File: src/rtl/uart_rx_if.sv
// Word-side bundle of the UART receiver: the received word, its valid/ready handshake and the error strobes.
// The receiver drives the master modport; the consumer uses the slave modport.
interface uart_rx_if #(
    parameter int DATA_WIDTH = 8
);
    logic [DATA_WIDTH-1:0] data;
    logic                  valid;
    logic                  ready;
    logic                  frame_err;
    logic                  overrun;
`ifdef UART_RX_PARITY_EN
    logic                  parity_err;

    modport master (
        output data,
        output valid,
        output frame_err,
        output overrun,
        output parity_err,
        input  ready
    );

    modport slave (
        input  data,
        input  valid,
        input  frame_err,
        input  overrun,
        input  parity_err,
        output ready
    );
`else
    modport master (
        output data,
        output valid,
        output frame_err,
        output overrun,
        input  ready
    );

    modport slave (
        input  data,
        input  valid,
        input  frame_err,
        input  overrun,
        output ready
    );
`endif
endinterface

File: src/rtl/uart_rx.sv
// UART receiver: 8N1 by default; UART_RX_PARITY_EN adds an even parity bit and parity_err. ready only drains the output word; a word finishing while one is pending is dropped with an overrun pulse.
// valid rises exactly 2+HALF_PULSE_WIDTH+(DATA_WIDTH+1)*PULSE_WIDTH edges (+PULSE_WIDTH with parity) after the first clk edge that samples rx_sig low.
module uart_rx #(
    parameter int DATA_WIDTH = 8,
    parameter int BAUD_RATE  = 115200,
    parameter int CLK_FREQ   = 200_000_000
) (
    input  logic      clk,
    input  logic      rstn,
    input  logic      rx_sig,
    uart_rx_if.master bus
);
    localparam int PULSE_WIDTH      = CLK_FREQ / BAUD_RATE;
    localparam int HALF_PULSE_WIDTH = PULSE_WIDTH / 2;
    localparam int CNT_W            = (PULSE_WIDTH > 2) ? $clog2(PULSE_WIDTH) : 1;
    localparam int BIT_W            = (DATA_WIDTH > 1) ? $clog2(DATA_WIDTH) : 1;

    localparam logic [CNT_W-1:0] FULL_RELOAD = CNT_W'(PULSE_WIDTH - 1);
    localparam logic [CNT_W-1:0] HALF_RELOAD = CNT_W'(HALF_PULSE_WIDTH - 1);
    localparam logic [BIT_W-1:0] LAST_BIT    = BIT_W'(DATA_WIDTH - 1);

    typedef enum logic [2:0] {
        S_IDLE,
        S_START,
        S_DATA,
`ifdef UART_RX_PARITY_EN
        S_PARITY,
`endif
        S_STOP,
        S_BREAK
    } state_t;

    state_t                r_state;
    state_t                w_next_state;

    logic                  r_sync1;
    logic                  r_sync2;
    logic                  w_rs;
    logic                  w_cnt_zero;

    logic [CNT_W-1:0]      r_clk_cnt;
    logic [CNT_W-1:0]      w_clk_cnt_nxt;
    logic [BIT_W-1:0]      r_bit_cnt;
    logic [BIT_W-1:0]      w_bit_cnt_nxt;
    logic [DATA_WIDTH-1:0] r_shreg;
    logic [DATA_WIDTH-1:0] w_shreg_nxt;

    logic [DATA_WIDTH-1:0] r_data;
    logic [DATA_WIDTH-1:0] w_data_nxt;
    logic                  r_valid;
    logic                  w_valid_nxt;
    logic                  r_frame_err;
    logic                  w_frame_err;
    logic                  r_overrun;
    logic                  w_overrun;
`ifdef UART_RX_PARITY_EN
    logic                  r_parity_err;
    logic                  w_parity_err;
`endif

    assign w_rs       = r_sync2;
    assign w_cnt_zero = (r_clk_cnt == '0);

    // Two-flop synchronizer; resets to the idle-high line level so reset never looks like a start bit.
    always_ff @(posedge clk) begin
        if (!rstn) begin
            r_sync1 <= 1'b1;
            r_sync2 <= 1'b1;
        end else begin
            r_sync1 <= rx_sig;
            r_sync2 <= r_sync1;
        end
    end

    always_ff @(posedge clk) begin
        if (!rstn) begin
            r_state <= S_IDLE;
        end else begin
            r_state <= w_next_state;
        end
    end

    always_comb begin
        w_next_state = r_state;
        case (r_state)
            S_IDLE: begin
                if (!w_rs) begin
                    w_next_state = S_START;
                end
            end
            S_START: begin
                if (w_cnt_zero) begin
                    w_next_state = w_rs ? S_IDLE : S_DATA;
                end
            end
            S_DATA: begin
                if (w_cnt_zero && (r_bit_cnt == LAST_BIT)) begin
`ifdef UART_RX_PARITY_EN
                    w_next_state = S_PARITY;
`else
                    w_next_state = S_STOP;
`endif
                end
            end
`ifdef UART_RX_PARITY_EN
            S_PARITY: begin
                if (w_cnt_zero) begin
                    w_next_state = S_STOP;
                end
            end
`endif
            S_STOP: begin
                // Returning to IDLE at mid-stop arms detection of a back-to-back start bit.
                if (w_cnt_zero) begin
                    w_next_state = w_rs ? S_IDLE : S_BREAK;
                end
            end
            S_BREAK: begin
                if (w_rs) begin
                    w_next_state = S_IDLE;
                end
            end
            default: w_next_state = S_IDLE;
        endcase
    end

    always_comb begin
        w_clk_cnt_nxt = r_clk_cnt;
        w_bit_cnt_nxt = r_bit_cnt;
        w_shreg_nxt   = r_shreg;
        w_data_nxt    = r_data;
        w_valid_nxt   = r_valid && !bus.ready;
        w_frame_err   = 1'b0;
        w_overrun     = 1'b0;
`ifdef UART_RX_PARITY_EN
        w_parity_err  = 1'b0;
`endif
        case (r_state)
            S_IDLE: begin
                if (!w_rs) begin
                    w_clk_cnt_nxt = HALF_RELOAD;
                end
            end
            S_START: begin
                if (!w_cnt_zero) begin
                    w_clk_cnt_nxt = r_clk_cnt - CNT_W'(1);
                end else if (!w_rs) begin
                    w_clk_cnt_nxt = FULL_RELOAD;
                    w_bit_cnt_nxt = '0;
                end
            end
            S_DATA: begin
                if (!w_cnt_zero) begin
                    w_clk_cnt_nxt = r_clk_cnt - CNT_W'(1);
                end else begin
                    w_shreg_nxt[r_bit_cnt] = w_rs;
                    w_clk_cnt_nxt          = FULL_RELOAD;
                    if (r_bit_cnt != LAST_BIT) begin
                        w_bit_cnt_nxt = r_bit_cnt + BIT_W'(1);
                    end
                end
            end
`ifdef UART_RX_PARITY_EN
            S_PARITY: begin
                if (!w_cnt_zero) begin
                    w_clk_cnt_nxt = r_clk_cnt - CNT_W'(1);
                end else begin
                    w_parity_err  = (w_rs != ^r_shreg);
                    w_clk_cnt_nxt = FULL_RELOAD;
                end
            end
`endif
            S_STOP: begin
                if (!w_cnt_zero) begin
                    w_clk_cnt_nxt = r_clk_cnt - CNT_W'(1);
                end else if (w_rs) begin
                    // A pending word consumed this very cycle frees the register for the new one.
                    if (!r_valid || bus.ready) begin
                        w_data_nxt  = r_shreg;
                        w_valid_nxt = 1'b1;
                    end else begin
                        w_overrun = 1'b1;
                    end
                end else begin
                    w_frame_err = 1'b1;
                end
            end
            S_BREAK: begin
                w_clk_cnt_nxt = '0;
            end
            default: begin
                w_clk_cnt_nxt = '0;
            end
        endcase
    end

    always_ff @(posedge clk) begin
        if (!rstn) begin
            r_clk_cnt    <= '0;
            r_bit_cnt    <= '0;
            r_shreg      <= '0;
            r_data       <= '0;
            r_valid      <= 1'b0;
            r_frame_err  <= 1'b0;
            r_overrun    <= 1'b0;
`ifdef UART_RX_PARITY_EN
            r_parity_err <= 1'b0;
`endif
        end else begin
            r_clk_cnt    <= w_clk_cnt_nxt;
            r_bit_cnt    <= w_bit_cnt_nxt;
            r_shreg      <= w_shreg_nxt;
            r_data       <= w_data_nxt;
            r_valid      <= w_valid_nxt;
            r_frame_err  <= w_frame_err;
            r_overrun    <= w_overrun;
`ifdef UART_RX_PARITY_EN
            r_parity_err <= w_parity_err;
`endif
        end
    end

    assign bus.data       = r_data;
    assign bus.valid      = r_valid;
    assign bus.frame_err  = r_frame_err;
    assign bus.overrun    = r_overrun;
`ifdef UART_RX_PARITY_EN
    assign bus.parity_err = r_parity_err;
`endif

endmodule

File: src/flat_wrapper.sv
// flat-port wrapper written by rule: the top's interface ports become plain ports
module uart_rx_flat 
#(
    parameter int DATA_WIDTH = 8,
    parameter int BAUD_RATE  = 115200,
    parameter int CLK_FREQ   = 200_000_000
)
  (clk, rstn, rx_sig, bus_data, bus_valid, bus_frame_err, bus_overrun, bus_ready);
  uart_rx_if #(.DATA_WIDTH(DATA_WIDTH)) bus_i ();
  input  logic clk;
  input  logic rstn;
  input  logic rx_sig;
  output wire logic [$bits(bus_i.data)-1:0] bus_data;
  output wire logic [$bits(bus_i.valid)-1:0] bus_valid;
  output wire logic [$bits(bus_i.frame_err)-1:0] bus_frame_err;
  output wire logic [$bits(bus_i.overrun)-1:0] bus_overrun;
  input wire logic [$bits(bus_i.ready)-1:0] bus_ready;
  assign bus_data = bus_i.data;
  assign bus_valid = bus_i.valid;
  assign bus_frame_err = bus_i.frame_err;
  assign bus_overrun = bus_i.overrun;
  assign bus_i.ready = bus_ready;
  uart_rx #(.DATA_WIDTH(DATA_WIDTH), .BAUD_RATE(BAUD_RATE), .CLK_FREQ(CLK_FREQ)) u_core (.clk(clk), .rstn(rstn), .rx_sig(rx_sig), .bus(bus_i));
endmodule
File: config.mk
export PLATFORM = sky130hd
export DESIGN_NAME = uart_rx_flat
export DESIGN_NICKNAME = d
export VERILOG_FILES = /design/src/rtl/uart_rx_if.sv /design/src/rtl/uart_rx.sv /design/src/flat_wrapper.sv
export SDC_FILE = /design/constraint.sdc
export NUM_CORES = 1
export LEC_CHECK = 0
export ABC_AREA = 1
export CORE_ASPECT_RATIO = 0.75
export CORE_MARGIN = 2
export CORE_UTILIZATION = 30
export CTS_BUF_LIST = sky130_fd_sc_hd__clkbuf_16
export DETAILED_ROUTE_END_ITERATION = 6
export GPL_TIMING_DRIVEN = 0
export HOLD_SLACK_MARGIN = 0.02
export PLACE_DENSITY = 0.42
export SETUP_SLACK_MARGIN = 0.3
export SLEW_MARGIN = 20
export SYNTH_ARGS = -nofsm -noshare
export SYNTH_HDL_FRONTEND = slang
export SYNTH_SLANG_ARGS = --single-unit
File: constraint.sdc
create_clock -name clk -period 1.8 [get_ports clk]
set_input_delay 0.36 -clock clk [delete_from_list [all_inputs] [get_ports clk]]
set_output_delay 0.36 -clock clk [all_outputs]
set_load 0.01 [all_outputs]
After elaboration in Yosys (flattened, before gate mapping)
Cells that the tools add are included.
- register bits: 38
- bits in latches: 0
- memory bits (writable): 0
- bits in read-only memories: 0
- input bits: 4
- output and inout port bits: 11
- logic and storage cells: 74
- memories kept: 0
- add/subtract/negate cells: 2
- $mul: 0
- div/mod/pow operators: 0
- order comparisons: 2
- equality and inequality tests: 16
- shift-type cells: 0
- muxes and demuxes: 28
- bitwise gates (word level): 0
- reduce and logical (&&, ||, !) cells: 16
- operator list (kind ; number):
    two-way mux 11 bit ; 5
    one-hot mux 11 bit (4 select lines) ; 1
    two-way mux 3 bit ; 10
    one-hot mux 3 bit (5 select lines) ; 1
    != test 2 x 1 -> 1 bit (second input constant) ; 6
    zero test 11 bit ; 1
    subtractor 11 x 1 -> 11 bit (second input constant) ; 1
    AND reduction 5 bit ; 2
    bitwise mux 8 bit ; 1
    AND reduction 4 bit ; 2
    two-way mux 1 bit ; 7
    equality test 3 x 2 -> 1 bit (second input constant) ; 2
    equality test 3 bit (second input constant) ; 2
    != test 2 bit (second input constant) ; 3
    != test 3 bit (second input constant) ; 2
    one-hot mux 3 bit (2 select lines) ; 1
    AND reduction 3 bit ; 2
    < comparator 3 x 4 -> 1 bit (second input constant) ; 1
    adder 3 x 1 -> 3 bit (second input constant) ; 1
    demux 1 bit (select 3 bit) ; 1
    equality test 3 x 1 -> 1 bit (second input constant) ; 1
    >= comparator 3 x 1 -> 1 bit (second input constant) ; 1
    logical AND 1 bit ; 3
    zero test 3 bit ; 1
    5 further kinds ; 6

Depth between registers and ports, before layout
Gate-level depths: netlist of run 1.
- depth after elaboration: 6
- depth in mapped cells: 11
- mapped depth without buffers: 11

Least setup slack after synthesis of run 1
No wires, ideal clock.
- path kind: register to register
- start: reg u_core.r_clk_cnt[0]
- end: reg u_core.r_data[3] (netlist: u_core.bus.data[3])
- setup time: 136 ps
- arrival: 1352 ps
- required time: 1664 ps
- path slack: 311 ps
- cell stages (with the launch flop): 11
- clock period less this slack: 1489 ps
- cells stage by stage: dfxtp_1 > inv_1 > ha_1 > nand2_1 > nor2_8 > nand2_4 > clkinv_2 > nand3_4 > buf_6 > nor2_1 > a211oi_2
- longest elaborated chain between the ends: 2
- RTL lines (element ; RTL line ; RTL):
    from (decl) ; uart_rx.sv:41 ; logic [CNT_W-1:0] r_clk_cnt;
    from (signal assigned) ; uart_rx.sv:210 ; r_clk_cnt <= w_clk_cnt_nxt;
    zero test 11 bit ; uart_rx.sv:62 ; assign w_cnt_zero = (r_clk_cnt == '0);
    AND reduction 4 bit (no source line) ; - ;
    to (signal assigned) ; uart_rx.sv:213 ; r_data <= w_data_nxt;
    to (decl) ; uart_rx.sv:48 ; logic [DATA_WIDTH-1:0] r_data;
Every way passes these cells.
A chain may end at the register's enable or synchronous reset.

Worst setup path in the final report of run 1
- start: reg u_core.r_clk_cnt[0]
- end: reg u_core.r_data[2] (netlist: u_core.bus.data[2])
The elaborated chain is that of the path after synthesis.

==> impl_metrics.env, run 1 <==
export IMPL_finalClockSkew_ns=0.00549
export IMPL_seqPwrFrac=0.282
export IMPL_syn_inst=282
export IMPL_leakage_nw=1.20
export IMPL_maxSlewHeadroom=0.678
export IMPL_cap_violations=0
export IMPL_final_cells=401
export IMPL_cts_tree="done"
export IMPL_viasPerCell=4.80
export IMPL_cts_root_buf="clkbuf_16"
export IMPL_dr_total_vias=1923
export IMPL_holdWs_ns=0.413
export IMPL_cp_common_cell="nand2_4"
export IMPL_synth_top_family_by_area="simple AND/OR/NAND/NOR gates"
export IMPL_synth_seq_cells=38
export IMPL_antennaDiodeCount=0
export IMPL_power_mw=3.61
export IMPL_grt_start_max_net_pins=13
export IMPL_hold_path_class="reg -> reg"
export IMPL_layout_commonest_cell="nand2_1"
export IMPL_grt_pass1_wl_microns=8380
export IMPL_worst_path_buf_inv=3
export IMPL_finalSetupViolCount=0
export IMPL_synth_compound_area_frac=0.144
export IMPL_p_clk_frac=0.318
export IMPL_yosysWarnings=0
export IMPL_cp_start_kind="register"
export IMPL_status="completed"
export IMPL_antenna_found_initial=0
export IMPL_row_count=25
export IMPL_drt_wl_total_microns=5310
export IMPL_start_util=0.316
export IMPL_cts_inserted_buffers=5
export IMPL_netSwitchingPower_mw=1.32
export IMPL_die_area_sq_um=7470
export IMPL_place_gp_congestion=0.747
export IMPL_dp_hpwl_microns=3710
export IMPL_swShare=0.366
export IMPL_tightest_slew_ns=0.484
export IMPL_cts_path_max_buffers=2
export IMPL_cpLargestDelayFamily="simple AND/OR/NAND/NOR gates"
export IMPL_area_growth_synth_to_final_pct=38.2
export IMPL_power_density_nw_per_um2=1280
export IMPL_fin_crit_ns=1.55
export IMPL_drive_gt1_frac=0.322
export IMPL_seq_area_frac_synth=0.373
export IMPL_cp_cell_sequence="inv_2 > ha_4 > nand2_4 > nor2_8 > nand2_4 > inv_4 > nand3_4 > clkbuf_16 > a211oi_2"
export IMPL_synth_top_area_cell="dfxtp_1"
export IMPL_drt_iter0_drc=46
export IMPL_hold_violations=0
export IMPL_netlist_cell_type_count=29
export IMPL_internal_power_mw=2.29
export IMPL_yosys_area_share_simple=0.361
export IMPL_peakVddDrop_uv=447
export IMPL_crit_arrival_ns=1.75
export IMPL_fp_coreArea_sq_um=6440
export IMPL_synthesis_nets=290
export IMPL_combPwrFrac=0.400
export IMPL_gr_total_overflow=0
export IMPL_first_pass_iters=5
export IMPL_synthAdderAreaFrac=0.0246
export IMPL_grt_pass1_vias=1690
export IMPL_synth_xor_area_frac=0.00430
export IMPL_cp_end_kind="register"
export IMPL_netlist_area_sq_um=2040
export IMPL_dp_cells=377
export IMPL_nets=327
export IMPL_report_final_slew_viol_count=0
export IMPL_path_max_fanout=8
export IMPL_timing_final_crit_share=0.859
export IMPL_fillCellCount=675
export IMPL_track_usage=0.143
export IMPL_rsz0062_at_grt="true"
export IMPL_synth_area_leaders="dfxtp_1 37%, nand2_1 11%, nor2_1 6.6%"
export IMPL_ant_nets=0
export IMPL_drc=0
export IMPL_max_stage_delay_ns=0.33
export IMPL_insertion_delay_ns=0.28
export IMPL_fmax_ghz=0.647
export IMPL_clock_sinks=38
export IMPL_synthMuxAreaShare=0
export IMPL_num_io_pins=15
export IMPL_wl_per_cell_microns=13.3
export IMPL_netlist_area_leader_share=0.373
export IMPL_port_buffers=14
export IMPL_utilization=0.437
export IMPL_syn_avg_cell_area_sq_um=7.22
export IMPL_path_clk_slew_ns=0.06
export IMPL_die_h_microns=75.4
export IMPL_place_area_sq_um=2280
export IMPL_slowest_stage="dfxtp_2"
export IMPL_cp_required_ns=2.00
export IMPL_htree_levels=2
export IMPL_die_x_microns=99.1
export IMPL_path_class="reg -> reg"
export IMPL_final_cell_mix="47 x nand2_1, 32 x dfxtp_1, 27 x inv_1, 27 x nor2_1"
export IMPL_design_area_sq_um=2820
[cells by family (layout without fill, tap and decap cells)]
| logic type | after synthesis | after routing |
|---|---|---|
| flops | 38 | 38 |
| xor+xnor | 1 | 1 |
| fa+ha+maj | 4 | 4 |
| buf+inv | 44 | 82 |
| compound gates | 47 | 47 |
| simple gates | 148 | 148 |
[sequential cells by signal (all words and copies together) (netlist names)]
register and flops:
u_core.r_clk_cnt 11, u_core.bus.data 8, u_core.r_shreg 8, u_core.r_bit_cnt 3, u_core.r_state 3, u_core.bus.frame_err 1, u_core.bus.overrun 1, u_core.bus.valid 1
u_core.r_sync1 1, u_core.r_sync2 1
[Yosys cell counts]
| library cell | count |
|---|---|
| nand2_1 | 58 |
| dfxtp_1 | 38 |
| nor2_1 | 36 |
| inv_1 | 31 |
| a21oi_1 | 17 |
| o21ai_0 | 17 |
| nor3_1 | 16 |
| nand3_1 | 13 |
| a211oi_2 | 6 |
| inv_2 | 5 |
| clkbuf_1 | 4 |
| ha_1 | 4 |
| nor2_2 | 4 |
| a211oi_1 | 3 |
| buf_6 | 3 |
| nand2_2 | 3 |
| nand3_2 | 3 |
| nand4_1 | 3 |
| nor2_4 | 3 |
| or2_2 | 3 |
| a31oi_1 | 2 |
| nand3_4 | 2 |
| nor2_8 | 2 |
| clkinv_2 | 1 |
| nand2_4 | 1 |
| nor4_1 | 1 |
| o211ai_1 | 1 |
| o21ai_1 | 1 |
| xor2_1 | 1 |
[timing repair]
item / CTS / global route
buffers inserted: 3 / 11
endpoints found under the setup margin: 45 / 34
pin swaps: 5 / 18
resized for setup: 25 / 54
hold buffers: 0 / 0
cloned: 0 / 2
[power groups by stage]
stage               Combinational, mW  Clock [mW]  Sequential, mW
finish                           1.44        1.15            1.02
global route                     1.59        1.20            1.03
CTS                              1.17        1.18            1.00
detailed placement               1.08           0            1.02
global placement                 1.09           0            1.02
floorplan                       0.875           0           0.995
[path summary, 6_finish.rpt]
path                                          start            endpoint  slack, ns  cells past startpoint
worst max-delay path            u_core.r_clk_cnt[0]  u_core.bus.data[2]       0.25                      9
worst min-delay path                 u_core.r_sync1      u_core.r_sync2       0.41                      1
worst max register to register  u_core.r_clk_cnt[0]  u_core.bus.data[2]       0.25                      9
worst min register to register       u_core.r_sync1      u_core.r_sync2       0.41                      1
[layer usage]
metal | GRT usage | vias to the layer above | routed length (microns)
li1 | - | 993 | -
met1 | 0.212 | 904 | 2970
met2 | 0.210 | 22 | 2160
met3 | 0.0303 | 4 | 146
met4 | 0.0365 | 0 | 44
met5 | 0 | - | 0
[cell type report]
| cell class | count | area [sq um] | area share |
|---|---|---|---|
| Multi-Input combinational cell | 200 | 1240 | 0.441 |
| Sequential cell | 38 | 768 | 0.273 |
| Timing Repair Buffer | 30 | 302 | 0.107 |
| Inverter | 37 | 149 | 0.0529 |
| Clock buffer | 5 | 125 | 0.0444 |
| Tap cell | 81 | 101 | 0.0360 |
| Buffer | 7 | 65.1 | 0.0231 |
| Clock inverter | 3 | 63.8 | 0.0227 |
[per-stage QoR]
stage | TNS (ns) | worst slack (ns)
floorplan | 0 | 0.311
global placement | -7.52 | -0.611
detailed placement | -7.60 | -0.597
CTS | 0 | 0.230
global route | 0 | 0.186
finish | 0 | 0.254
Power figures use the tool's default switching activity.
==> inputs of run 2 (changes only) <==
--- a/config.mk
+++ b/config.mk
@@ -6,6 +6,7 @@
 export NUM_CORES = 1
 export LEC_CHECK = 0
 export ABC_AREA = 1
+export CAP_MARGIN = 15
 export CORE_ASPECT_RATIO = 0.75
 export CORE_MARGIN = 2
 export CORE_UTILIZATION = 30
@@ -15,7 +16,6 @@
 export HOLD_SLACK_MARGIN = 0.02
 export PLACE_DENSITY = 0.42
 export SETUP_SLACK_MARGIN = 0.3
-export SLEW_MARGIN = 20
 export SYNTH_ARGS = -nofsm -noshare
 export SYNTH_HDL_FRONTEND = slang
 export SYNTH_SLANG_ARGS = --single-unit
==> results of run 2 <==
No change in the layout: final DEF, timing and power equal those of run 1.
==> inputs of run 3 (changes only) <==
==> constraint.sdc (replaced) <==
create_clock -name clk -period 1.8 [get_ports clk]
set_input_delay 0.36 -clock clk [delete_from_list [all_inputs] [get_ports clk]]
set_output_delay 0.36 -clock clk [all_outputs]
set_load 0.02 [all_outputs]
==> run 3 against run 2 <==
Against the previous run:
- global-route usage grew 0.68 points
- sequential share of layout area grew 0.39 points
- clock power is essentially flat
- flip-flop and latch count is the same
- critical path depth grew 1
- register-to-register slack gained 0.05 ns
- critical path type unchanged
- sequential power is essentially flat
==> impl_metrics.env, run 3 (synthesized netlist as in run 1, its figures left out) <==
export IMPL_rsz0062_at_grt="true"
export IMPL_fmax_ghz=0.670
export IMPL_num_io_pins=15
export IMPL_grt_pass1_wl_microns=8740
export IMPL_path_clk_slew_ns=0.06
export IMPL_max_stage_delay_ns=0.33
export IMPL_peakVddDrop_uv=451
export IMPL_die_area_sq_um=7470
export IMPL_finalSetupViolCount=0
export IMPL_hold_path_class="reg -> reg"
export IMPL_internal_power_mw=2.26
export IMPL_cts_path_max_buffers=2
export IMPL_wl_per_cell_microns=13.3
export IMPL_regMostFlops="u_core.r_clk_cnt"
export IMPL_drt_iter0_drc=71
export IMPL_slowest_stage="dfxtp_2"
export IMPL_hold_violations=0
export IMPL_fin_setup_tns_ns=0
export IMPL_cts_root_buf="clkbuf_16"
export IMPL_finalClockSkew_ns=0.00663
export IMPL_crit_arrival_ns=1.66
export IMPL_dr_total_vias=1905
export IMPL_status="completed"
export IMPL_cts_tree="done"
export IMPL_timing_final_crit_share=0.829
export IMPL_cp_cell_sequence="inv_2 > ha_4 > nand2_4 > nor2_8 > nand2_4 > clkinv_4 > nand3_4 > buf_6 > o21ai_2 > a21oi_1"
export IMPL_cts_inserted_buffers=5
export IMPL_tightest_slew_ns=0.456
export IMPL_leakage_nw=1.18
export IMPL_cp_end_kind="register"
export IMPL_drive_gt1_frac=0.315
export IMPL_fillCellCount=691
export IMPL_insertion_delay_ns=0.28
export IMPL_htree_levels=2
export IMPL_grt_start_max_net_pins=13
export IMPL_cp_start_kind="register"
export IMPL_cap_violations=0
export IMPL_first_pass_iters=4
export IMPL_holdWs_ns=0.413
export IMPL_drc=0
export IMPL_drt_wl_total_microns=5330
export IMPL_cp_required_ns=1.97
export IMPL_area_growth_synth_to_final_pct=36.9
export IMPL_swShare=0.363
export IMPL_track_usage=0.149
export IMPL_row_count=25
export IMPL_fin_crit_ns=1.49
export IMPL_fp_coreArea_sq_um=6440
export IMPL_path_class="reg -> reg"
export IMPL_path_max_fanout=5
export IMPL_report_final_slew_viol_count=0
export IMPL_p_clk_frac=0.322
export IMPL_layout_commonest_cell="nand2_1"
export IMPL_clock_sinks=38
export IMPL_place_gp_congestion=0.747
export IMPL_seqPwrFrac=0.286
export IMPL_maxSlewHeadroom=0.696
export IMPL_die_h_microns=75.4
export IMPL_multi_input_area_sq_um=1230
export IMPL_cp_common_cell="nand2_4"
export IMPL_combPwrFrac=0.392
export IMPL_power_density_nw_per_um2=1270
export IMPL_grt_pass1_vias=1739
export IMPL_antenna_found_initial=0
export IMPL_largest_register_ffs=11
export IMPL_viasPerCell=4.74
export IMPL_final_cell_mix="54 x nand2_1, 29 x dfxtp_1, 27 x inv_1"
export IMPL_antennaDiodeCount=0
export IMPL_pre_cts_slack_ns=-0.597
export IMPL_ant_nets=0
export IMPL_netSwitchingPower_mw=1.29
export IMPL_regArea_sq_um=772
export IMPL_start_util=0.316
export IMPL_ctsHoldBuffers=0
export IMPL_nets=328
export IMPL_port_buffers=14
export IMPL_gr_total_overflow=0
export IMPL_dp_hpwl_microns=3710
export IMPL_worst_slack_ns=0.309
export IMPL_die_x_microns=99.1
## run 3: final timing paths
| check | startpoint | to | slack (ns) | cells after the start |
|---|---|---|---|---|
| worst min register to register | u_core.r_sync1 | u_core.r_sync2 | 0.41 | 1 |
| worst max register to register | u_core.r_clk_cnt[0] | u_core.bus.data[5] | 0.31 | 10 |
| worst max-delay path | u_core.r_clk_cnt[0] | u_core.bus.data[5] | 0.31 | 10 |
| worst min-delay path | u_core.r_sync1 | u_core.r_sync2 | 0.41 | 1 |
## run 3: layout make-up
type                            count  share of cell area
Buffer                              7              0.0233
Clock inverter                      3              0.0229
Inverter                           37              0.0516
Clock buffer                        5              0.0449
Multi-Input combinational cell    200               0.442
Tap cell                           81              0.0363
Timing Repair Buffer               31               0.102
Sequential cell                    38               0.277
## run 3: critical path: cells and delay by family (launching register included)
| kind | cells | cell delay, ns |
|---|---|---|
| compound gates | 2 | 0.14 |
| flops | 1 | 0.33 |
| simple gates | 4 | 0.40 |
| fa+ha+maj | 1 | 0.15 |
| buf+inv | 3 | 0.34 |
## run 3: per-stage QoR
| stage | cells | total power, mW | area [sq um] | util |
|---|---|---|---|---|
| after floorplan | 282 | 1.87 | 2040 | - |
| after global placement | 377 | 2.10 | 2280 | 0.354 |
| after detailed placement | 377 | 2.09 | 2280 | 0.354 |
| after CTS | 397 | 3.46 | 2650 | 0.412 |
| after global routing | 402 | 3.78 | 2790 | 0.433 |
| final | 402 | 3.55 | 2790 | 0.433 |
## run 3: metal layers
layer / global-route usage / part of all wire / up-vias
met4: 0.0365 / 0.0052 / 0
met3: 0.0303 / 0.028 / 2
met2: 0.221 / 0.42 / 19
li1: - / - / 996
met5: 0 / 0 / -
met1: 0.224 / 0.55 / 888
## run 3: repair_timing
item,CTS,global route
resized for setup,49,30
pin swaps,5,11
buffers inserted,11,5
endpoints found under the setup margin,48,31
cloned,1,0
## run 3: power groups by stage
stage / combinational, mW / sequential (mW) / clock (mW)
after floorplan: 0.875 / 0.995 / 0
after global placement: 1.09 / 1.02 / 0
after detailed placement: 1.08 / 1.02 / 0
after CTS: 1.27 / 1.01 / 1.18
after global routing: 1.56 / 1.03 / 1.19
final: 1.39 / 1.02 / 1.14
